==> src/rtl/maze_pkg.sv <==
// Shared types and constants for the maze actor: FSM states, probe slot
// ordering and switch bit positions.
package maze_pkg;

    typedef enum logic [1:0] {
        ST_IDLE   = 2'd0,
        ST_PROBE  = 2'd1,
        ST_COMMIT = 2'd2
    } state_e;

    // Probe slots in presentation order: two per direction, leading edge corners.
    localparam logic [2:0] PRB_L_TOP = 3'd0;
    localparam logic [2:0] PRB_L_BOT = 3'd1;
    localparam logic [2:0] PRB_R_TOP = 3'd2;
    localparam logic [2:0] PRB_R_BOT = 3'd3;
    localparam logic [2:0] PRB_U_LFT = 3'd4;
    localparam logic [2:0] PRB_U_RGT = 3'd5;
    localparam logic [2:0] PRB_D_LFT = 3'd6;
    localparam logic [2:0] PRB_D_RGT = 3'd7;

    localparam int SW_LEFT  = 0;
    localparam int SW_RIGHT = 1;
    localparam int SW_UP    = 2;
    localparam int SW_DOWN  = 3;

    // Returns {positive, negative} request; opposing presses cancel.
    function automatic logic [1:0] axis_req(input logic neg, input logic pos);
        return {pos & ~neg, neg & ~pos};
    endfunction

endpackage

==> src/rtl/maze_probe_gen.sv <==
// Maps a probe slot index and the sprite top-left position to the playfield
// coordinate that must be looked up for that slot.
module maze_probe_gen
    import maze_pkg::*;
#(
    parameter int SPR_W = 11,
    parameter int SPR_H = 11,
    parameter int SPEED = 1,
    parameter int POS_W = 9
) (
    input  logic [2:0]       idx_i,
    input  logic [POS_W-1:0] pos_x_i,
    input  logic [POS_W-1:0] pos_y_i,
    output logic [POS_W-1:0] probe_x_o,
    output logic [POS_W-1:0] probe_y_o
);

    localparam logic [POS_W-1:0] SPD   = POS_W'(SPEED);
    localparam logic [POS_W-1:0] W_M1  = POS_W'(SPR_W - 1);
    localparam logic [POS_W-1:0] H_M1  = POS_W'(SPR_H - 1);

    // Coordinates wrap modulo 2^POS_W; out-of-range moves are rejected by the caller.
    always_comb begin
        probe_x_o = pos_x_i;
        probe_y_o = pos_y_i;
        case (idx_i)
            PRB_L_TOP: begin probe_x_o = pos_x_i - SPD;        probe_y_o = pos_y_i;               end
            PRB_L_BOT: begin probe_x_o = pos_x_i - SPD;        probe_y_o = pos_y_i + H_M1;        end
            PRB_R_TOP: begin probe_x_o = pos_x_i + W_M1 + SPD; probe_y_o = pos_y_i;               end
            PRB_R_BOT: begin probe_x_o = pos_x_i + W_M1 + SPD; probe_y_o = pos_y_i + H_M1;        end
            PRB_U_LFT: begin probe_x_o = pos_x_i;              probe_y_o = pos_y_i - SPD;         end
            PRB_U_RGT: begin probe_x_o = pos_x_i + W_M1;       probe_y_o = pos_y_i - SPD;         end
            PRB_D_LFT: begin probe_x_o = pos_x_i;              probe_y_o = pos_y_i + H_M1 + SPD;  end
            PRB_D_RGT: begin probe_x_o = pos_x_i + W_M1;       probe_y_o = pos_y_i + H_M1 + SPD;  end
            default:   begin probe_x_o = pos_x_i;              probe_y_o = pos_y_i;               end
        endcase
    end

endmodule

==> src/rtl/maze_actor.sv <==
// Maze sprite mover: per frame, probes eight wall points then commits a move.
// Define MAZE_ACTOR_DIAG_EN to let X and Y moves commit in the same frame.
module maze_actor
    import maze_pkg::*;
#(
    parameter int SPR_W   = 11,
    parameter int SPR_H   = 11,
    parameter int SPEED   = 1,
    parameter int START_X = 220,
    parameter int START_Y = 30,
    parameter int POS_W   = 9
) (
    input  logic             clk,
    input  logic             reset,
    input  logic             frame_tick,
    input  logic [3:0]       switches,
    input  logic             caught,
    output logic [POS_W-1:0] probe_x,
    output logic [POS_W-1:0] probe_y,
    input  logic             probe_wall,
    output logic [POS_W-1:0] pos_x,
    output logic [POS_W-1:0] pos_y,
    output logic             busy,
    output logic             moved,
    output logic             overrun
);

    localparam logic [POS_W-1:0] SPD    = POS_W'(SPEED);
    localparam logic [POS_W:0]   SPD_EX = (POS_W+1)'(SPEED);
    localparam logic [POS_W:0]   X_LIM  = (POS_W+1)'((2**POS_W) - SPR_W);
    localparam logic [POS_W:0]   Y_LIM  = (POS_W+1)'((2**POS_W) - SPR_H);
    localparam logic [POS_W-1:0] X0     = POS_W'(START_X);
    localparam logic [POS_W-1:0] Y0     = POS_W'(START_Y);

    state_e           state_q, state_d;
    logic [2:0]       idx_q;
    logic [3:0]       sw_q;
    logic [7:0]       blocked_q;
    logic [POS_W-1:0] pos_x_q, pos_y_q;
    logic             moved_q, overrun_q;

    logic             start, commit_en;
    logic [2:0]       probe_idx;
    logic [1:0]       x_req, y_req;
    logic             x_neg_ok, x_pos_ok, y_neg_ok, y_pos_ok;
    logic             x_take, y_take;
    logic [POS_W-1:0] pos_x_d, pos_y_d;

    // FSM state register
    always_ff @(posedge clk) begin
        if (reset) state_q <= ST_IDLE;
        else       state_q <= state_d;
    end

    // FSM next state; caught overrides everything, including a fresh tick
    always_comb begin
        state_d = state_q;
        if (caught) begin
            state_d = ST_IDLE;
        end else begin
            case (state_q)
                ST_IDLE:   if (frame_tick) state_d = ST_PROBE;
                ST_PROBE:  if (idx_q == PRB_D_RGT) state_d = ST_COMMIT;
                ST_COMMIT: state_d = ST_IDLE;
                default:   state_d = ST_IDLE;
            endcase
        end
    end

    // FSM outputs
    always_comb begin
        busy      = (state_q != ST_IDLE);
        start     = (state_q == ST_IDLE) && frame_tick && !caught;
        commit_en = (state_q == ST_COMMIT) && !caught;
        probe_idx = (state_q == ST_PROBE) ? idx_q : PRB_L_TOP;
    end

    maze_probe_gen #(
        .SPR_W (SPR_W),
        .SPR_H (SPR_H),
        .SPEED (SPEED),
        .POS_W (POS_W)
    ) u_probe_gen (
        .idx_i     (probe_idx),
        .pos_x_i   (pos_x_q),
        .pos_y_i   (pos_y_q),
        .probe_x_o (probe_x),
        .probe_y_o (probe_y)
    );

    // Move legality: direction request, both leading corners clear, and inside the field
    always_comb begin
        x_req    = axis_req(sw_q[SW_LEFT], sw_q[SW_RIGHT]);
        y_req    = axis_req(sw_q[SW_UP],   sw_q[SW_DOWN]);
        x_neg_ok = x_req[0] && !blocked_q[PRB_L_TOP] && !blocked_q[PRB_L_BOT]
                   && (pos_x_q >= SPD);
        x_pos_ok = x_req[1] && !blocked_q[PRB_R_TOP] && !blocked_q[PRB_R_BOT]
                   && (({1'b0, pos_x_q} + SPD_EX) <= X_LIM);
        y_neg_ok = y_req[0] && !blocked_q[PRB_U_LFT] && !blocked_q[PRB_U_RGT]
                   && (pos_y_q >= SPD);
        y_pos_ok = y_req[1] && !blocked_q[PRB_D_LFT] && !blocked_q[PRB_D_RGT]
                   && (({1'b0, pos_y_q} + SPD_EX) <= Y_LIM);
        x_take   = x_neg_ok || x_pos_ok;
`ifdef MAZE_ACTOR_DIAG_EN
        y_take   = y_neg_ok || y_pos_ok;
`else
        y_take   = (y_neg_ok || y_pos_ok) && !x_take;
`endif
        pos_x_d  = pos_x_q;
        pos_y_d  = pos_y_q;
        if (x_neg_ok)                pos_x_d = pos_x_q - SPD;
        else if (x_pos_ok)           pos_x_d = pos_x_q + SPD;
        if (y_take && y_neg_ok)      pos_y_d = pos_y_q - SPD;
        else if (y_take && y_pos_ok) pos_y_d = pos_y_q + SPD;
    end

    always_ff @(posedge clk) begin
        if (reset) begin
            idx_q     <= '0;
            sw_q      <= '0;
            blocked_q <= '0;
            pos_x_q   <= X0;
            pos_y_q   <= Y0;
            moved_q   <= 1'b0;
            overrun_q <= 1'b0;
        end else begin
            moved_q <= 1'b0;
            if (frame_tick && busy) overrun_q <= 1'b1;
            if (caught) begin
                idx_q   <= '0;
                pos_x_q <= X0;
                pos_y_q <= Y0;
            end else begin
                if (start) begin
                    sw_q  <= switches;
                    idx_q <= '0;
                end
                if (state_q == ST_PROBE) begin
                    blocked_q[idx_q] <= probe_wall;
                    idx_q            <= idx_q + 3'd1;
                end
                if (commit_en) begin
                    pos_x_q <= pos_x_d;
                    pos_y_q <= pos_y_d;
                    moved_q <= x_take || y_take;
                end
            end
        end
    end

    assign pos_x   = pos_x_q;
    assign pos_y   = pos_y_q;
    assign moved   = moved_q;
    assign overrun = overrun_q;

endmodule

==> config.mk <==
export PLATFORM = sky130hd
export DESIGN_NAME = maze_actor
export DESIGN_NICKNAME = d
export VERILOG_FILES = /design/src/rtl/maze_pkg.sv /design/src/rtl/maze_probe_gen.sv /design/src/rtl/maze_actor.sv
export SDC_FILE = /design/constraint.sdc
export NUM_CORES = 1
export LEC_CHECK = 0
export CAP_MARGIN = 20
export CORE_ASPECT_RATIO = 0.75
export CORE_UTILIZATION = 30
export CTS_CLUSTER_SIZE = 12
export DETAILED_ROUTE_END_ITERATION = 8
export HOLD_SLACK_MARGIN = 0.12
export PLACE_DENSITY = 0.45
export SYNTH_ARGS = -nofsm -noshare
export SYNTH_HDL_FRONTEND = slang
export SYNTH_HIERARCHICAL = 1
export SYNTH_SLANG_ARGS = --single-unit
==> constraint.sdc <==
create_clock -name clk -period 4.8 [get_ports clk]
set_clock_uncertainty 0.15 [all_clocks]
set_input_delay 1.2 -clock clk [delete_from_list [all_inputs] [get_ports clk]]
set_output_delay 1.2 -clock clk [all_outputs]
set_load 0.1 [all_outputs]
# --- Word-level counts from Yosys, hierarchy flattened ---
# Cells that the tools add are included.
word_totals:
  output_inout_bits: 39
  register_bits: 37
  in_bits: 9
  elab_cells: 116
op_classes:
  order_cmp: 6
  reduce_logical: 54
  n_eq_ne: 12
  muxes: 15
  addsub: 11
  n_bitwise: 10
ops:
  columns: ["operator", "count"]
  rows:
  - ["9-bit one-hot mux with 4 select lines", 2]
  - ["9-bit by 1-bit adder with 9-bit output, second input constant", 4]
  - ["9-bit two-way mux", 4]
  - ["9-bit by 1-bit adder with 10-bit output, second input constant", 2]
  - ["10-bit by 9-bit less-or-equal comparator with 1-bit output, second input constant", 2]
  - ["1-bit logical AND", 20]
  - ["9-bit by 4-bit adder with 9-bit output, second input constant", 2]
  - ["9-bit by 1-bit >= comparator with 1-bit output, second input constant", 2]
  - ["2-bit OR reduction", 9]
  - ["9-bit by 1-bit subtractor with 9-bit output, second input constant", 2]
  - ["3-bit equality test, second input constant", 5]
  - ["1-bit zero test", 10]
  - ["2-bit AND reduction", 5]
  - ["3-bit two-way mux", 3]
  - ["8-bit bitwise mux", 1]
  - ["2-bit nonzero test", 4]
  - ["3-bit by 2-bit equality test with 1-bit output, second input constant", 2]
  - ["1-bit inverter", 6]
  - ["1-bit bitwise AND", 4]
  - ["3-bit by 4-bit less-than comparator with 1-bit output, second input constant", 1]
  - ["2-bit two-way mux", 2]
  - ["2-bit != test, second input constant", 2]
  - ["2-bit one-hot mux with 2 select lines", 1]
  - ["3-bit by 1-bit adder with 3-bit output, second input constant", 1]
  - ["other kinds (10)", 12]

# --- Logic depth before layout (Yosys ltp) ---
logic_depth:
  ltp_word: 11
  depth_mapped: 11
  depth_no_buf: 9

# --- Modules after synthesis ---
# Netlist, hierarchy kept.
modules_own_cells:
  columns: ["module", "n_inst", "area_per_inst_um2", "cells_per_inst", "seq_area_each_um2"]
  rows:
  - ["maze_actor", 1, 2449.8, 308, 740.7]
  - ["maze_probe_gen", 1, 1529.0, 226, 0.0]

# --- Worst setup path after synthesis ---
# No wires, ideal clock.
synth_timing:
  path_kind: "register -> output"
  from: "register pos_y_q[1], in the netlist pos_y[1]"
  to: "output port probe_y[5]"
  stages_incl_launch_ff: 7
  path_slack_ns: -0.667
  arrival_time_ns: 4.117
  path_buffers: 0
  path_cell_list: "dfxtp_1 inv_1 ha_1 a311o_1 a22o_1 a211oi_1 a2bb2oi_1"
synth_between:
  elab_chain_cells: 3
  elab_cells_between_ends: 4
synth_lines:
  columns: ["element", "line", "source"]
  rows:
  - ["start, declared", "maze_actor.sv:39", "logic [POS_W-1:0] pos_x_q, pos_y_q;"]
  - ["start signal, assigned", "maze_actor.sv:144", "pos_y_q <= pos_y_d;"]
  - ["9-bit by 4-bit adder with 9-bit output", null, null]
  - ["9-bit by 1-bit adder with 9-bit output", "maze_probe_gen.sv:33, maze_probe_gen.sv:34", null]
  - ["9-bit one-hot mux with 4 select lines (*)", "maze_probe_gen.sv:26", "case (idx_i)"]
  - ["end, declared", "maze_actor.sv:19", "output logic [POS_W-1:0] probe_y,"]
# Mark *: on every way between the ends. The rest lies on a longest branch, timed or not.

# --- Worst setup path in the final report ---
layout_timing:
  from: "register pos_x_q[2], in the netlist pos_x[2]"
  to: "output port probe_x[7]"
layout_between:
  elab_chain_cells: 3
  elab_cells_between_ends: 4
layout_lines:
  columns: ["element", "line", "source"]
  rows:
  - ["start, declared", "maze_actor.sv:39", null]
  - ["start signal, assigned", "maze_actor.sv:143", "pos_x_q <= pos_x_d;"]
  - ["9-bit by 4-bit adder with 9-bit output", null, null]
  - ["9-bit by 1-bit adder with 9-bit output", "maze_probe_gen.sv:29, maze_probe_gen.sv:30", null]
  - ["9-bit one-hot mux with 4 select lines (*)", "maze_probe_gen.sv:26", null]
  - ["end, declared", "maze_actor.sv:18", "output logic [POS_W-1:0] probe_x,"]
# Marks and branches as above.

==> results.py <==
metrics = {
    "status": {
        "outcome": "completed",
    },
    "placement": {
        "dp_hpwl_mm": 8.44,
        "io_buffer_count": 47,
        "gp_congestion": 0.876,
    },
    "hold_path": {
        "hold_path.class": "reg2reg",
    },
    "setup_path": {
        "critPathCaptureType": "output port",
        "critPathLaunch": "pos_x[2]",
        "worstPathCellList": "ha_1 -> nand2_1 -> nor2_1 -> o2111ai_1 -> or3_1 -> a31oi_4 -> buf_12",
        "crit_type": "reg2out",
        "crit_fanout": 24,
        "slowest_delay_ns": 0.79,
        "crit_arrival_ns": 2.89,
        "start_kind": "flop",
        "r2r_start": "pos_x[0]",
        "crit_required_ns": 3.45,
        "setup.worst_path.end": "probe_x[7]",
        "r2r.worst_path.cells": 9,
        "timing.rr.end": "pos_x[7]",
        "slowest_stage": "dfxtp_1",
        "timing.reg2reg.setup_slack_ns": 1.11,
    },
    "global_route": {
        "grt_overflow": 0,
        "grt_pass1_vias": 3564,
        "grt_use_total_pct": 16.9,
        "met1_usage_pct": 26.2,
        "grt_max_degree": 25,
        "grt_pass1_wl_mm": 18.6,
        "grt_antenna_before_repair": 0,
        "grt_use_met2_pct": 25.1,
        "met3_usage_pct": 1.85,
        "busiest_layer": "met1",
    },
    "logic_synthesis": {
        "ys_seq_elements": 37,
        "synth_ff_type": "dfxtp_1",
        "yosysTopAreaCellShare_pct": 18.6,
        "synth_largest_area_cell": "dfxtp_1",
        "yosysWarnings": 6,
        "syn_avg_cell_area_sq_um": 7.45,
        "ys_types": 71,
        "async_flop_share_pct": 0,
        "syn_inst": 534,
        "synth_edf_count": 0,
        "synth.net_count": 565,
        "yosys-top-cells-area": "dfxtp_1 19%, ha_1 6.9%, xnor2_1 5.9%",
        "syn-cell-area_sq_um": 3980,
        "seq_area_frac_synth_pct": 18.6,
    },
    "die": {
        "die_h_microns": 102,
        "core_sq_um": 13000,
        "dieArea_sq_um": 13700,
        "pin_count": 48,
        "die_w_microns": 135,
        "row_count": 36,
        "start_util_pct": 30.7,
    },
    "clocking": {
        "cts_htree_levels": 2,
        "clk_pin_slew_ns": 0.05,
        "cts_buffers": 5,
        "cts-root-buf": "clkbuf_16",
        "postCtsHoldBufs": 0,
        "cts_sinks": 37,
        "clock_latency_ns": 0.28,
        "clockBufferDepth": 2,
        "cts_setup_buffers": 0,
        "cts.repair.resized": 0,
        "cts_tree": "yes",
    },
    "power": {
        "power.total_mw": 0.696,
        "leakage_nw": 1.76,
        "vdd_drop_max_mv": 0.115,
        "power_density_nw_per_um2": 143,
    },
    "timing": {
        "fmax_mhz": 236,
        "tns_ns": 0,
        "maxSlewHeadroom_pct": 35.0,
        "layout_min_cycle_time_ns": 4.24,
        "finalSetupViolations": 0,
        "rsz0062_at_grt": "no",
        "slew_violations": 0,
        "finalCritPeriodShare_pct": 88.4,
        "hold_violations": 0,
        "worst_pin_slew_ns": 0.972,
    },
    "layout": {
        "drive_gt1_share_pct": 12.2,
        "nNetsFinal": 595,
        "fillers": 1316,
        "diodes": 0,
        "area_growth_pct": 22.5,
    },
    "routing": {
        "routed_wl_mm": 11.4,
        "ant_nets": 0,
        "via_per_inst": 5.39,
        "wire_per_inst_microns": 15.5,
        "vias": 3967,
        "drtIter0Drc": 343,
        "drcViolationCount": 0,
        "drtPass1Iterations": 6,
    },
    "run": {
        "cap_viol_max_count": 0,
    },
}
## stage by stage
stage,worst slack [ns],instance area (sq um),hold WS (ns),instances,utilization [%]
finish,0.556,4870,0.305,736,37.6
CTS,0.544,4870,0.308,736,37.6
detailed placement,0.842,4720,0.300,728,36.4
floorplan,0.00579,4030,0.275,534,-
global placement,0.902,4720,0.292,728,36.4
global route,0.280,4870,0.322,736,37.6
## layout by cell type, fill, tap and decap left out, drive strengths merged, types with 4 or more instances in the layout
cell / count
or2: 5
mux2i: 16
nor2b: 8
o21ai: 22
nand2: 52
clkbuf: 7
o2111ai: 6
nand2b: 5
xnor2: 27
a21oi: 34
o211ai: 8
nor3: 16
a21o: 5
and2: 7
xor2: 19
a22oi: 6
clkdlybuf4s50: 29
nor4: 9
nand3b: 4
and3: 7
nor3b: 6
nor2: 44
or3: 12
nand4: 6
a211oi: 5
inv: 17
ha: 22
nand3: 31
or4b: 6
dfxtp: 37
or4: 4
buf: 33
o21a: 4
## logic make-up (layout without fill, tap and decap cells)
family	count (synthesis)	after routing	share of synthesized area [%]
buffers and inverters	56	87	6.64
muxes	16	16	4.03
AOI/OAI and AO/OA	126	126	22.6
adders and majority gates	22	22	6.92
DFF	37	37	18.6
xor gates and xnor gates	46	46	10.1
and+or+nand+nor	231	231	31.1
## cells in the mapped netlist, drive strengths merged, types with 3 or more instances
| master | n |
|---|---|
| a211oi | 5 |
| or4b | 6 |
| nor3 | 16 |
| or2 | 5 |
| dfxtp | 37 |
| nand2 | 52 |
| and2 | 7 |
| buf | 18 |
| nor4 | 9 |
| a41oi | 3 |
| clkbuf | 21 |
| nor3b | 6 |
| a21oi | 34 |
| nor2 | 44 |
| a22oi | 6 |
| o21a | 4 |
| and3 | 7 |
| o2111ai | 6 |
| nand4 | 6 |
| a31oi | 3 |
| or3 | 12 |
| o21ai | 22 |
| nand3b | 4 |
| nand2b | 5 |
| o211ai | 8 |
| a22o | 3 |
| mux2i | 16 |
| nor4b | 3 |
| nor2b | 8 |
| o22ai | 3 |
| a21o | 5 |
| ha | 22 |
| nand3 | 31 |
| or4 | 4 |
| inv | 17 |
| xnor2 | 27 |
| xor2 | 19 |
## final cells by class
type | count | area (sq um) | share of cell area (%)
tap | 171 | 214 | 4.39
timing repair buffer | 62 | 676 | 13.9
clock inverter | 1 | 5.00 | 0.103
clock buffer | 7 | 153 | 3.13
sequential | 37 | 741 | 15.2
multi-input combinational | 441 | 3020 | 62.0
inverter | 17 | 63.8 | 1.31
## critical path, delay by kind of cell, from the launching register on
family	cells	cell delay [ns]
AO/OA/AOI/OAI	2	0.42
AND/OR/NAND/NOR	3	0.74
buffers and inverters	1	0.19
adder cells (fa/ha/maj)	1	0.47
flip-flops	1	0.79
## worst min path at each step
stage | start | cells past startpoint | to | slack (ns)
after floorplan | blocked_q[3] | 2 | blocked_q[3] | 0.28
after global placement | blocked_q[3] | 2 | blocked_q[3] | 0.29
after detailed placement | blocked_q[0] | 2 | blocked_q[0] | 0.30
after CTS | blocked_q[0] | 2 | blocked_q[0] | 0.31
after global routing | blocked_q[1] | 2 | blocked_q[1] | 0.32
final | blocked_q[0] | 2 | blocked_q[0] | 0.30
## state kept, by name (all words and copies together) (netlist names)
signal and count:
sw_q 4, moved 1, blocked_q 8, state_q 2
pos_y 9, pos_x 9, idx_q 3, overrun 1
## where the power goes
part,internal [mW],total (mW),switching (mW),leakage [nW]
Clock,0.219,0.335,0.116,0.0799
Sequential,0.310,0.312,0.00226,0.299
Combinational,0.0182,0.0487,0.0305,1.38
## layer usage
metal	wire, microns	up-vias	share of wire, %
li1	-	2002	-
met1	6090	1861	53
met2	4790	100	42
met3	461	4	4.0
met4	46	0	0.40
met5	0	-	0
Note: power is estimated with default switching activity, not from simulation.
